<file path="src/rtl/tug_match_scorer.sv">
`default_nettype none
// ============================================================================
// Module   : tug_match_scorer
// Purpose  : Parametrised tug-of-war scorer. Tracks the rope position over
//            SIDE_DEPTH steps per side, applies an optional jump-the-light
//            penalty, counts round wins per player and declares a match
//            winner after ROUNDS_TO_WIN round wins.
// Revision : 1.0 - initial release
// ----------------------------------------------------------------------------
// Parameters
//   SIDE_DEPTH    : rope positions per side, excluding centre (2..15)
//   PENALTY       : step size of a penalised jump-the-light (1..SIDE_DEPTH)
//   ROUNDS_TO_WIN : round wins needed to take the match (1..15)
// Ports
//   clk          in   clock
//   rst          in   asynchronous active-high reset
//   winrnd       in   one-cycle pulse: a player pushed
//   right        in   1 = right player pushed first, 0 = left
//   leds_on      in   start light was on at the push (0 = jumped the light)
//   tie          in   simultaneous push, suppresses movement
//   ftl_left     in   enable penalty step when left jumps the light
//   ftl_right    in   enable penalty step when right jumps the light
//   next_round   in   one-cycle pulse: leave a round-win state
//   score        out  display vector, MSB = outermost left position
//   round_over   out  a round has been won, waiting for next_round
//   match_over   out  the match has been won (terminal until rst)
//   winner_right out  side of the last round/match winner (0 = left)
//   rounds_left  out  round wins of the left player
//   rounds_right out  round wins of the right player
// ============================================================================
module tug_match_scorer #(
    parameter int SIDE_DEPTH    = 3,
    parameter int PENALTY       = 2,
    parameter int ROUNDS_TO_WIN = 2
) (
    input  logic                    clk,
    input  logic                    rst,
    input  logic                    winrnd,
    input  logic                    right,
    input  logic                    leds_on,
    input  logic                    tie,
    input  logic                    ftl_left,
    input  logic                    ftl_right,
    input  logic                    next_round,
    output logic [2*SIDE_DEPTH:0]   score,
    output logic                    round_over,
    output logic                    match_over,
    output logic                    winner_right,
    output logic [3:0]              rounds_left,
    output logic [3:0]              rounds_right
);

    // Position register width: signed, must hold +/-(SIDE_DEPTH+1).
    localparam int PW = $clog2(SIDE_DEPTH + 2) + 1;
    // Arithmetic width: two guard bits so pos +/- PENALTY never wraps.
    localparam int AW = PW + 2;
    localparam int SW = 2 * SIDE_DEPTH + 1;

    localparam logic signed [PW-1:0] POS_MAX    = PW'(SIDE_DEPTH + 1);
    localparam logic signed [PW-1:0] POS_MIN    = -POS_MAX;
    localparam logic signed [AW-1:0] LIM_POS    = AW'(SIDE_DEPTH + 1);
    localparam logic signed [AW-1:0] LIM_NEG    = -LIM_POS;
    localparam logic signed [AW-1:0] STEP_ONE   = AW'(1);
    localparam logic signed [AW-1:0] STEP_PEN   = AW'(PENALTY);
    localparam logic [3:0]           ROUNDS_TGT = 4'(ROUNDS_TO_WIN);

    typedef enum logic [2:0] {
        S_RST     = 3'd0,
        S_PLAY    = 3'd1,
        S_WIN_L   = 3'd2,
        S_WIN_R   = 3'd3,
        S_MATCH_L = 3'd4,
        S_MATCH_R = 3'd5
    } state_t;

    state_t                 state;
    logic signed [PW-1:0]   pos;

    // ------------------------------------------------------------------------
    // Candidate move for the current push
    // ------------------------------------------------------------------------
    logic                   move_right;
    logic                   penalised;
    logic signed [AW-1:0]   step;
    logic signed [AW-1:0]   pos_ext;
    logic signed [AW-1:0]   moved;
    logic                   hit_right;
    logic                   hit_left;
    logic [3:0]             rounds_right_inc;
    logic [3:0]             rounds_left_inc;

    always_comb begin
        // A jumped light reverses the direction: the offender pushes the
        // rope toward their opponent.
        move_right       = right ~^ leds_on;
        penalised        = ~leds_on & (right ? ftl_right : ftl_left);
        step             = penalised ? STEP_PEN : STEP_ONE;
        pos_ext          = {{(AW-PW){pos[PW-1]}}, pos};
        moved            = move_right ? (pos_ext + step) : (pos_ext - step);
        hit_right        = (moved >= LIM_POS);
        hit_left         = (moved <= LIM_NEG);
        rounds_right_inc = rounds_right + 4'd1;
        rounds_left_inc  = rounds_left + 4'd1;
    end

    // ------------------------------------------------------------------------
    // State, position and round counters
    // ------------------------------------------------------------------------
    always_ff @(posedge clk or posedge rst) begin
        if (rst) begin
            state        <= S_RST;
            pos          <= '0;
            rounds_left  <= 4'd0;
            rounds_right <= 4'd0;
            winner_right <= 1'b0;
        end else begin
            case (state)
                S_RST: begin
                    // Unconditional: any push on this edge is dropped.
                    state <= S_PLAY;
                    pos   <= '0;
                end

                S_PLAY: begin
                    if (winrnd && !tie) begin
                        if (hit_right) begin
                            pos          <= POS_MAX;
                            winner_right <= 1'b1;
                            rounds_right <= rounds_right_inc;
                            state        <= (rounds_right_inc == ROUNDS_TGT)
                                            ? S_MATCH_R : S_WIN_R;
                        end else if (hit_left) begin
                            pos          <= POS_MIN;
                            winner_right <= 1'b0;
                            rounds_left  <= rounds_left_inc;
                            state        <= (rounds_left_inc == ROUNDS_TGT)
                                            ? S_MATCH_L : S_WIN_L;
                        end else begin
                            pos <= moved[PW-1:0];
                        end
                    end
                end

                S_WIN_L, S_WIN_R: begin
                    if (next_round) begin
                        state <= S_PLAY;
                        pos   <= '0;
                    end
                end

                S_MATCH_L, S_MATCH_R: begin
                    // Terminal until reset.
                    state <= state;
                end

                default: begin
                    state <= S_RST;
                    pos   <= '0;
                end
            endcase
        end
    end

    // ------------------------------------------------------------------------
    // Output decode (registered state only)
    // ------------------------------------------------------------------------
    always_comb begin
        score = '0;
        case (state)
            S_RST: begin
                score[SW-1] = 1'b1;
                score[SW-2] = 1'b1;
                score[1]    = 1'b1;
                score[0]    = 1'b1;
            end
            S_PLAY: begin
                for (int i = 0; i < SW; i++) begin
                    score[i] = (i == (SIDE_DEPTH - int'(pos)));
                end
            end
            S_WIN_L, S_MATCH_L: begin
                for (int i = 0; i < SW; i++) begin
                    score[i] = (i > SIDE_DEPTH);
                end
            end
            S_WIN_R, S_MATCH_R: begin
                for (int i = 0; i < SW; i++) begin
                    score[i] = (i < SIDE_DEPTH);
                end
            end
            default: begin
                // The MSB index is even, so 1010... from the MSB sets even bits.
                for (int i = 0; i < SW; i++) begin
                    score[i] = ((i % 2) == 0);
                end
            end
        endcase
    end

    assign round_over = (state == S_WIN_L)   || (state == S_WIN_R);
    assign match_over = (state == S_MATCH_L) || (state == S_MATCH_R);

endmodule
`default_nettype wire

</file>
<file path="config.mk">
export PLATFORM = sky130hd
export DESIGN_NAME = tug_match_scorer
export DESIGN_NICKNAME = d
export VERILOG_FILES = /design/src/rtl/tug_match_scorer.sv
export SDC_FILE = /design/constraint.sdc
export NUM_CORES = 1
export LEC_CHECK = 0
export CAP_MARGIN = 20
export CORE_ASPECT_RATIO = 0.9
export CORE_MARGIN = 1
export CORE_UTILIZATION = 52
export CTS_BUF_LIST = sky130_fd_sc_hd__clkbuf_2 sky130_fd_sc_hd__clkbuf_4 sky130_fd_sc_hd__clkbuf_8
export CTS_CLUSTER_DIAMETER = 150
export CTS_CLUSTER_SIZE = 8
export DETAILED_ROUTE_END_ITERATION = 7
export GPL_ROUTABILITY_DRIVEN = 1
export PLACE_DENSITY_LB_ADDON = 0.3
export SETUP_SLACK_MARGIN = 0.2
export SYNTH_ARGS = -nofsm -noshare
export SYNTH_HDL_FRONTEND = slang
export SYNTH_SLANG_ARGS = --single-unit
</file>
<file path="constraint.sdc">
create_clock -name clk -period 2.6 [get_ports clk]
set_clock_uncertainty 0.2 [all_clocks]
set_input_delay 0.78 -clock clk [delete_from_list [all_inputs] [get_ports clk]]
set_output_delay 0.78 -clock clk [all_outputs]
set_load 0.005 [all_outputs]
</file>
==> results of run 1 <==
[through the flow]
step	hold slack, ns	utilization, %	instance area [um^2]
after floorplan	0.285	-	1260
after detailed placement	0.282	78.0	1700
after global placement	0.280	78.0	1700
after CTS	0.305	87.6	1910
[synthesized netlist by cell type, types with 2 or more instances]
cell                        n  area, um^2
sky130_fd_sc_hd__and2_1     2        12.5
sky130_fd_sc_hd__xor2_1     4        35.0
sky130_fd_sc_hd__mux2i_1    2        20.0
sky130_fd_sc_hd__o31ai_1    2        15.0
sky130_fd_sc_hd__dfrtp_1   16         400
sky130_fd_sc_hd__nand2_1   12        45.0
sky130_fd_sc_hd__ha_1       8         100
sky130_fd_sc_hd__nor3_1     2        10.0
sky130_fd_sc_hd__a22o_1     3        26.3
sky130_fd_sc_hd__o21ai_0    4        20.0
sky130_fd_sc_hd__a21oi_1   10        50.1
sky130_fd_sc_hd__o221ai_1   2        17.5
sky130_fd_sc_hd__a21o_2     2        17.5
sky130_fd_sc_hd__inv_1      6        22.5
sky130_fd_sc_hd__xnor2_1    4        35.0
sky130_fd_sc_hd__or2_2      2        12.5
sky130_fd_sc_hd__nand3_1    5        25.0
sky130_fd_sc_hd__a21o_1     3        22.5
sky130_fd_sc_hd__o32ai_1    2        17.5
sky130_fd_sc_hd__nand4_1    2        12.5
sky130_fd_sc_hd__nand2b_1   2        12.5
sky130_fd_sc_hd__o22ai_1    2        12.5
sky130_fd_sc_hd__nor2_1    11        41.3
[timing repair]
action                     4_1_cts
cloned                           0
hold buffers                     0
gates resized for setup         75
pin swaps                       16
setup endpoints to repair       25
buffers inserted                10
[cell families after synthesis]
kind of cell	after synthesis
and+or+nand+nor	49
DFF	16
xor gates and xnor gates	8
AOI/OAI and AO/OA	40
buffers and inverters	7
adders and majority gates	9
muxes	3
==> out/results.ini, run 1 <==
[status]
outcome = stopped before the end
outcome.stop_stage = 5_1_grt
toolErrorMsg = [ERROR DPL-0033] detailed placement checks failed during check placement.

[global_routing]
grt_max_degree = 17
grt_antenna_before_repair = 0

[floorplanning]
x_dimension_of_the_die_um = 52.9
top_level_ports = 27
floorplan.initialDensity_pct = 55.6
dieHeight_um = 47.8
row_count = 16

[yosys]
yosysWarningCount = 0
synth.ff_latch_count = 16
postSynthCellCount = 132
synth-simple-area-share_pct = 21.4
synthesized_area_fraction_occupied_by_ao_oa_aoi_and_oai_cells_pct = 25.2
mappedNetlistNets = 150
main_combinational_cell_family_by_area_after_synthesis = compound AO/OA/AOI/OAI gates
most_common_flop_cell_mapped_by_yosys = sky130_fd_sc_hd__dfrtp_1
synthMuxAreaShare_pct = 2.58
synth-xor-area-share_pct = 5.77
synth_area_per_cell_um2 = 9.19
synth_fa_ha_area_share_pct = 9.90
async_reset_ff_share_pct = 100
synth_sequential_area_ratio_pct = 33.0
netlist-cell-type-count = 47
synthesis.area_um2 = 1210
number_of_synthesized_flops_with_an_enable_pin = 0

[cts]
cts.sink_count = 16
num_cts_buffers = 3
h-tree-depth = 1
clock_path_buffers = 2
cts.root.buffer_cell = sky130_fd_sc_hd__clkbuf_4

[sta]
worst_endpoint_kind = register data pin
worst_endpoint = rounds_left[3]$_DFFE_PP0P_/D

[placed_design]
globalplace.congestion = 0.747
place_worst_setup_slack_ns = -0.912
placed_cells = 204
hpwlAfterDp_mm = 2.53
port_buffers = 26

==> run 2: changes to the inputs <==
- CORE_AREA: not set -> 2 2 63 65
- CORE_ASPECT_RATIO: 0.9 -> not set
- CORE_MARGIN: 1 -> not set
- CORE_UTILIZATION: 52 -> not set
- CTS_BUF_LIST: sky130_fd_sc_hd__clkbuf_2 sky130_fd_sc_hd__clkbuf_4 sky130_fd_sc_hd__clkbuf_8 -> not set
- CTS_CLUSTER_DIAMETER: 150 -> not set
- CTS_CLUSTER_SIZE: 8 -> not set
- DIE_AREA: not set -> 0 0 65 67
- PLACE_DENSITY_LB_ADDON: 0.3 -> 0.15
- SETUP_SLACK_MARGIN: 0.2 -> not set
==> run 2 against run 1 <==
Synthesized cell count did not move. Synthesized area did not move. The flow now finishes, with violations (negative setup slack).
==> out/results.ini, run 2 <==
[yosys]
synthTopCellsByArea = sky130_fd_sc_hd__dfrtp_1 (33%), sky130_fd_sc_hd__ha_1 (8.2%), sky130_fd_sc_hd__a21oi_1 (4.1%)
netlist-cell-type-count = 47
synth_area_per_cell_um2 = 9.19
number_of_synthesized_flops_with_an_enable_pin = 0
async_reset_ff_share_pct = 100
mappedNetlistNets = 150
synth_sequential_area_ratio_pct = 33.0
yosysMostFrequentCell = sky130_fd_sc_hd__dfrtp_1
yosys-top-cells-count = sky130_fd_sc_hd__dfrtp_1 (16), sky130_fd_sc_hd__nand2_1 (12), sky130_fd_sc_hd__nor2_1 (11)
most_common_flop_cell_mapped_by_yosys = sky130_fd_sc_hd__dfrtp_1
synthesis.area_um2 = 1210
postSynthCellCount = 132
synthDominantAreaCellType = sky130_fd_sc_hd__dfrtp_1
synth.ff_latch_count = 16
yosysWarningCount = 0
netlist.area_leader.share_pct = 33.0

[floorplanning]
fp.dieArea_um2 = 4360
placeableCoreArea_um2 = 3610
top_level_ports = 27
row_count = 22
x_dimension_of_the_die_um = 65
floorplan.initialDensity_pct = 33.7
dieHeight_um = 67

[drt]
detail_route.wl_per_cell_um = 14.3
drt_wl_total_mm = 3.43
detailroute.via_count = 1234
route.antenna.remaining_nets = 0
detail_route.vias_per_cell = 5.14
initialDrtViolationCount = 34
drt_drc_violations_left = 0
firstDrtPassIters = 4

[setup_path]
worst_setup_path_start_kind = primary input
number_of_cell_instances_on_the_worst_register_to_register_path = 8
critical_path_class = in2reg
timing.critical_path.fanout_max = 5
crit-reg2reg-launch = pos[2]$_DFFE_PP0P_
crit_path_end_kind = register
req_time_crit_path_ns = 2.58
cp-startpoint = right
worst_ep_arrival_time_ns = 2.82

[sta]
rsz0062_at_grt = true
max_slew_headroom_pct = 58.1
worst-slew-pin-transition_ns = 0.627
report.final.slew_viol_count = 0
min_period_ns = 2.85
finalSetupTns_ns = -2.51
post-route-worst-setup-slack_ns = -0.246
final-hold-violation-count = 0
worst_hold_slack_ns = 0.303
peak_freq_ghz = 0.351
final_min_period_over_clock_period_pct = 109
setup_violations = 15

[cts]
tritoncts = yes
clock_latency_ns = 0.25
clock_path_buffers = 2
h-tree-depth = 1
cts.sink_count = 16
num_cts_buffers = 3
worst_setup_hold_path_clk_slew_ns = 0.06
cts.root.buffer_cell = sky130_fd_sc_hd__clkbuf_8
ctsHoldBuffers = 0

[cells_and_area]
nFillCells = 343
mostFrequentLayoutCells = sky130_fd_sc_hd__buf_4 (30), sky130_fd_sc_hd__clkdlybuf4s50_1 (15), sky130_fd_sc_hd__dfrtp_1 (14)
final_design_area_no_fill_um2 = 1970
final_nets = 212
final_layout_size_suffix_gt1_share_pct = 40.6
area_growth_pct = 62.4
antennaDiodeCount = 0
register_area_um2 = 403
multiInputGateArea_um2 = 962
reg.largest.list = pos (4), rounds_left (4), rounds_right (4)
final_common_cell = sky130_fd_sc_hd__buf_4
final-instance-count-excl-fill = 240

[placed_design]
port_buffers = 26
placed_cell_area_um2 = 1730
place_worst_setup_slack_ns = -0.894
placed_cells = 225
hpwlAfterDp_mm = 2.50
globalplace.congestion = 0.768

[global_routing]
grt_max_degree = 17
grt_util_all_layers_pct = 17.8
gr-total-overflow = 0
grt_pass1_vias = 1330
grt_antenna_before_repair = 0
global_route_wire_length_before_repair_mm = 6.03

[job]
drv_cap = 0

[status]
violations = negative setup slack
outcome = complete, but fails checks

[hold_path]
worst_hold_path.num_cells = 1
hp-class = reg2reg
worst_hold_startpoint = winner_right$_DFFE_PP0P_

[power_and_ir_drop]
power.density_cell_area_nw_per_um2 = 1090
p_leak_nw = 0.886
vdd_ir_drop_max_mv = 0.501

-- run 2: critical path: stages --
cell                      delay (ns)
sky130_fd_sc_hd__buf_8          0.10
sky130_fd_sc_hd__mux2i_1        0.10
sky130_fd_sc_hd__or2_4          0.25
sky130_fd_sc_hd__ha_4           0.17
sky130_fd_sc_hd__fa_2           0.38
sky130_fd_sc_hd__xor2_1         0.20
sky130_fd_sc_hd__o21a_1         0.15
sky130_fd_sc_hd__a311o_4        0.41
sky130_fd_sc_hd__nor2_2         0.12
sky130_fd_sc_hd__xor2_1         0.15
-- run 2: per-layer routing --
layer / GRT usage (%) / wire length (um)
met1: 19.6 / 1430
met4: 4.52 / 31
met2: 34.5 / 1860
met5: 0 / 0
met3: 3.72 / 104
-- run 2: cells by family (layout without fill, tap and decap cells) --
family                     Yosys count  count (layout)  share of synthesized area [%]
and+or+nand+nor                     49              49                           21.4
DFF                                 16              16                           33.0
adders and majority gates            9               9                           9.90
AOI/OAI and AO/OA                   40              40                           25.2
xor gates and xnor gates             8               8                           5.77
muxes                                3               3                           2.58
buffers and inverters                7              67                           2.16
-- run 2: through the flow --
stage	utilization [%]	power, mW
after detailed placement	47.9	1.75
final	54.6	2.14
after global routing	54.6	2.31
after floorplan	-	1.13
after CTS	54.4	2.10
after global placement	47.9	1.71
-- run 2: timing repair --
item / 4_1_cts / 5_1_grt
pin swaps: 16 / 0
setup endpoints to repair: 23 / 19
gates resized for setup: 46 / 8
buffers inserted: 12 / 0
-- run 2: final timing paths --
| check | end | slack, ns |
|---|---|---|
| worst max-delay path | rounds_left[3]$_DFFE_PP0P_ | -0.25 |
| worst min-delay path | winner_right$_DFFE_PP0P_ | 0.30 |
| worst max register to register | rounds_left[3]$_DFFE_PP0P_ | 0.09 |
| worst min register to register | winner_right$_DFFE_PP0P_ | 0.30 |
| max in group asynchronous | pos[0]$_DFFE_PP0P_ | 1.05 |
| min in group asynchronous | rounds_right[0]$_DFFE_PP0P_ | 0.70 |
-- run 2: layout make-up --
class | count | area share, %
multi-input cells | 109 | 48.8
repair buffers | 58 | 24.4
inverters | 6 | 1.14
flip-flops and latches | 16 | 20.4
clock buffers | 3 | 2.10
well taps | 48 | 3.05
-- run 2: where the power goes --
part           total [mW]  internal [mW]  switching (mW)
combinational        1.51          0.803           0.707
clock               0.189          0.103          0.0861
sequential          0.441          0.339           0.102
total                2.14           1.25           0.895
Power figures use the tool's default switching activity.
==> run 3: changes to the inputs <==
- RECOVER_POWER: not set -> 25
==> run 3 against run 2 <==
The run still ends with negative setup slack left. First-iteration DRC count is the same. Sequential power about the same. Power is essentially flat. Clock-buffer cell count did not move. Global-route usage unchanged. Flip-flop and latch count is the same.
==> out/results.ini, run 3 (synthesis results as in run 2) <==
[global_routing]
global_route_wire_length_before_repair_mm = 6.03
grt_antenna_before_repair = 0
grt_util_all_layers_pct = 17.8
grt_pass1_vias = 1330
gr-total-overflow = 0
grt_max_degree = 17

[setup_path]
critical_path_class = in2reg
cp_common_cell = sky130_fd_sc_hd__xor2_1
req_time_crit_path_ns = 2.58
timing.critical_path.slowest_stage_cell = sky130_fd_sc_hd__a311o_4
worst_setup_path_start_kind = primary input
crit_chain = buf_8, mux2i_1, or2_4, ha_4, fa_2, xor2_1, o21a_1, a311o_4, nor2_2, xor2_1
max_stage_delay_ns = 0.41
timing.critical_path.fanout_max = 5
crit_path_end_kind = register
worst_ep_arrival_time_ns = 2.82

[job]
drv_cap = 0

[drt]
drt_drc_violations_left = 0
initialDrtViolationCount = 34
route.antenna.remaining_nets = 0
detail_route.wl_per_cell_um = 14.3
firstDrtPassIters = 4
drt_wl_total_mm = 3.43
detailroute.via_count = 1234
detail_route.vias_per_cell = 5.14

[cts]
h-tree-depth = 1
clock_latency_ns = 0.25
worst_setup_hold_path_clk_slew_ns = 0.06
num_cts_buffers = 3
cts.root.buffer_cell = sky130_fd_sc_hd__clkbuf_8
clock_path_buffers = 2
tritoncts = yes
cts.sink_count = 16

[sta]
setup_violations = 15
max_slew_headroom_pct = 58.1
rsz0062_at_grt = true
min_period_ns = 2.85
final_min_period_over_clock_period_pct = 109
report.final.slew_viol_count = 0
peak_freq_ghz = 0.351
post-route-worst-setup-slack_ns = -0.246
worst_hold_slack_ns = 0.303
final-hold-violation-count = 0
worst-slew-pin-transition_ns = 0.627

[floorplanning]
top_level_ports = 27
row_count = 22
floorplan.initialDensity_pct = 33.7
x_dimension_of_the_die_um = 65
fp.dieArea_um2 = 4360
placeableCoreArea_um2 = 3610
dieHeight_um = 67

[cells_and_area]
finish.utilization_pct = 54.6
final_layout_size_suffix_gt1_share_pct = 40.6
final_common_cell = sky130_fd_sc_hd__buf_4
mostFrequentLayoutCells = sky130_fd_sc_hd__buf_4 (30), sky130_fd_sc_hd__clkdlybuf4s50_1 (14), sky130_fd_sc_hd__dfrtp_1 (14)
antennaDiodeCount = 0
final_nets = 212
area_growth_pct = 62.4
reg.largest.list = pos (4), rounds_left (4), rounds_right (4)
nFillCells = 343

[power_and_ir_drop]
power.share.sequential_pct = 20.6
p_switching_uw = 895
power.share.combinational_pct = 70.5
power.density_cell_area_nw_per_um2 = 1090
power_switching_share_pct = 41.8
p_int_mw = 1.24
p_leak_nw = 0.886
total_power_mw = 2.14
clockPowerShare_pct = 8.8
vdd_ir_drop_max_mv = 0.501

[status]
violations = negative setup slack
outcome = complete, but fails checks

[placed_design]
port_buffers = 26
globalplace.congestion = 0.768
hpwlAfterDp_mm = 2.50
place_worst_setup_slack_ns = -0.894

[hold_path]
hp-class = reg2reg

-- run 3: metrics by stage --
step / instances / instance area [um^2] / TNS [ns]
global placement: 225 / 1730 / -12.54
floorplan: 132 / 1260 / -3.16
detailed placement: 225 / 1730 / -13.14
finish: 240 / 1970 / -2.51
CTS: 240 / 1960 / -2.39
global route: 240 / 1970 / -4.17
-- run 3: power groups by stage --
stage | clock [mW] | sequential [mW] | combinational [mW]
4_1_cts | 0.191 | 0.439 | 1.47
3_5_place_dp | 0 | 0.450 | 1.30
3_3_place_gp | 0 | 0.445 | 1.27
5_1_grt | 0.200 | 0.456 | 1.66
6_report | 0.189 | 0.441 | 1.51
2_1_floorplan | 0 | 0.452 | 0.677
-- run 3: worst max-delay path, delay by kind of cell --
kind                     cells  cell delay [ns]
AO/OA/AOI/OAI                2             0.56
XOR/XNOR                     2             0.35
adder cells (fa/ha/maj)      2             0.55
buffers and inverters        1             0.10
multiplexers                 1             0.10
AND/OR/NAND/NOR              2             0.37
-- run 3: final timing paths --
| kind | startpoint | end | slack, ns | cells after the start |
|---|---|---|---|---|
| setup / recovery | right | rounds_left[3]$_DFFE_PP0P_ | -0.25 | 10 |
| hold / removal | winner_right$_DFFE_PP0P_ | winner_right$_DFFE_PP0P_ | 0.30 | 1 |
| setup reg to reg | pos[2]$_DFFE_PP0P_ | rounds_left[3]$_DFFE_PP0P_ | 0.09 | 8 |
| hold reg to reg | winner_right$_DFFE_PP0P_ | winner_right$_DFFE_PP0P_ | 0.30 | 1 |
| max in group asynchronous | rst | pos[0]$_DFFE_PP0P_ | 0.92 | 2 |
| min in group asynchronous | rst | rounds_right[0]$_DFFE_PP0P_ | 0.84 | 2 |
-- run 3: per-layer routing --
metal	track usage (%)	share of wire (%)	up-vias
li1	-	-	613
met1	19.6	42	593
met2	34.5	54	24
met3	3.72	3.0	4
met4	4.52	0.90	0
met5	0	0	-
-- run 3: what timing repair did --
| item | 4_1_cts | 5_1_grt |
|---|---|---|
| hold endpoints to repair | 0 | 0 |
| endpoints found under the setup margin | 23 | 19 |
| hold buffers | 0 | 0 |
| buffers inserted | 12 | 0 |
| pin swaps | 16 | 0 |
| resized for setup | 46 | 8 |
-- run 3: layout make-up --
class	instances	area (um^2)	area share, %
Timing Repair Buffer	58	482	24.4
Multi-Input combinational cell	109	962	48.8
Tap cell	48	60.1	3.05
Clock buffer	3	41.3	2.10
Inverter	6	22.5	1.14
Sequential cell	16	403	20.4
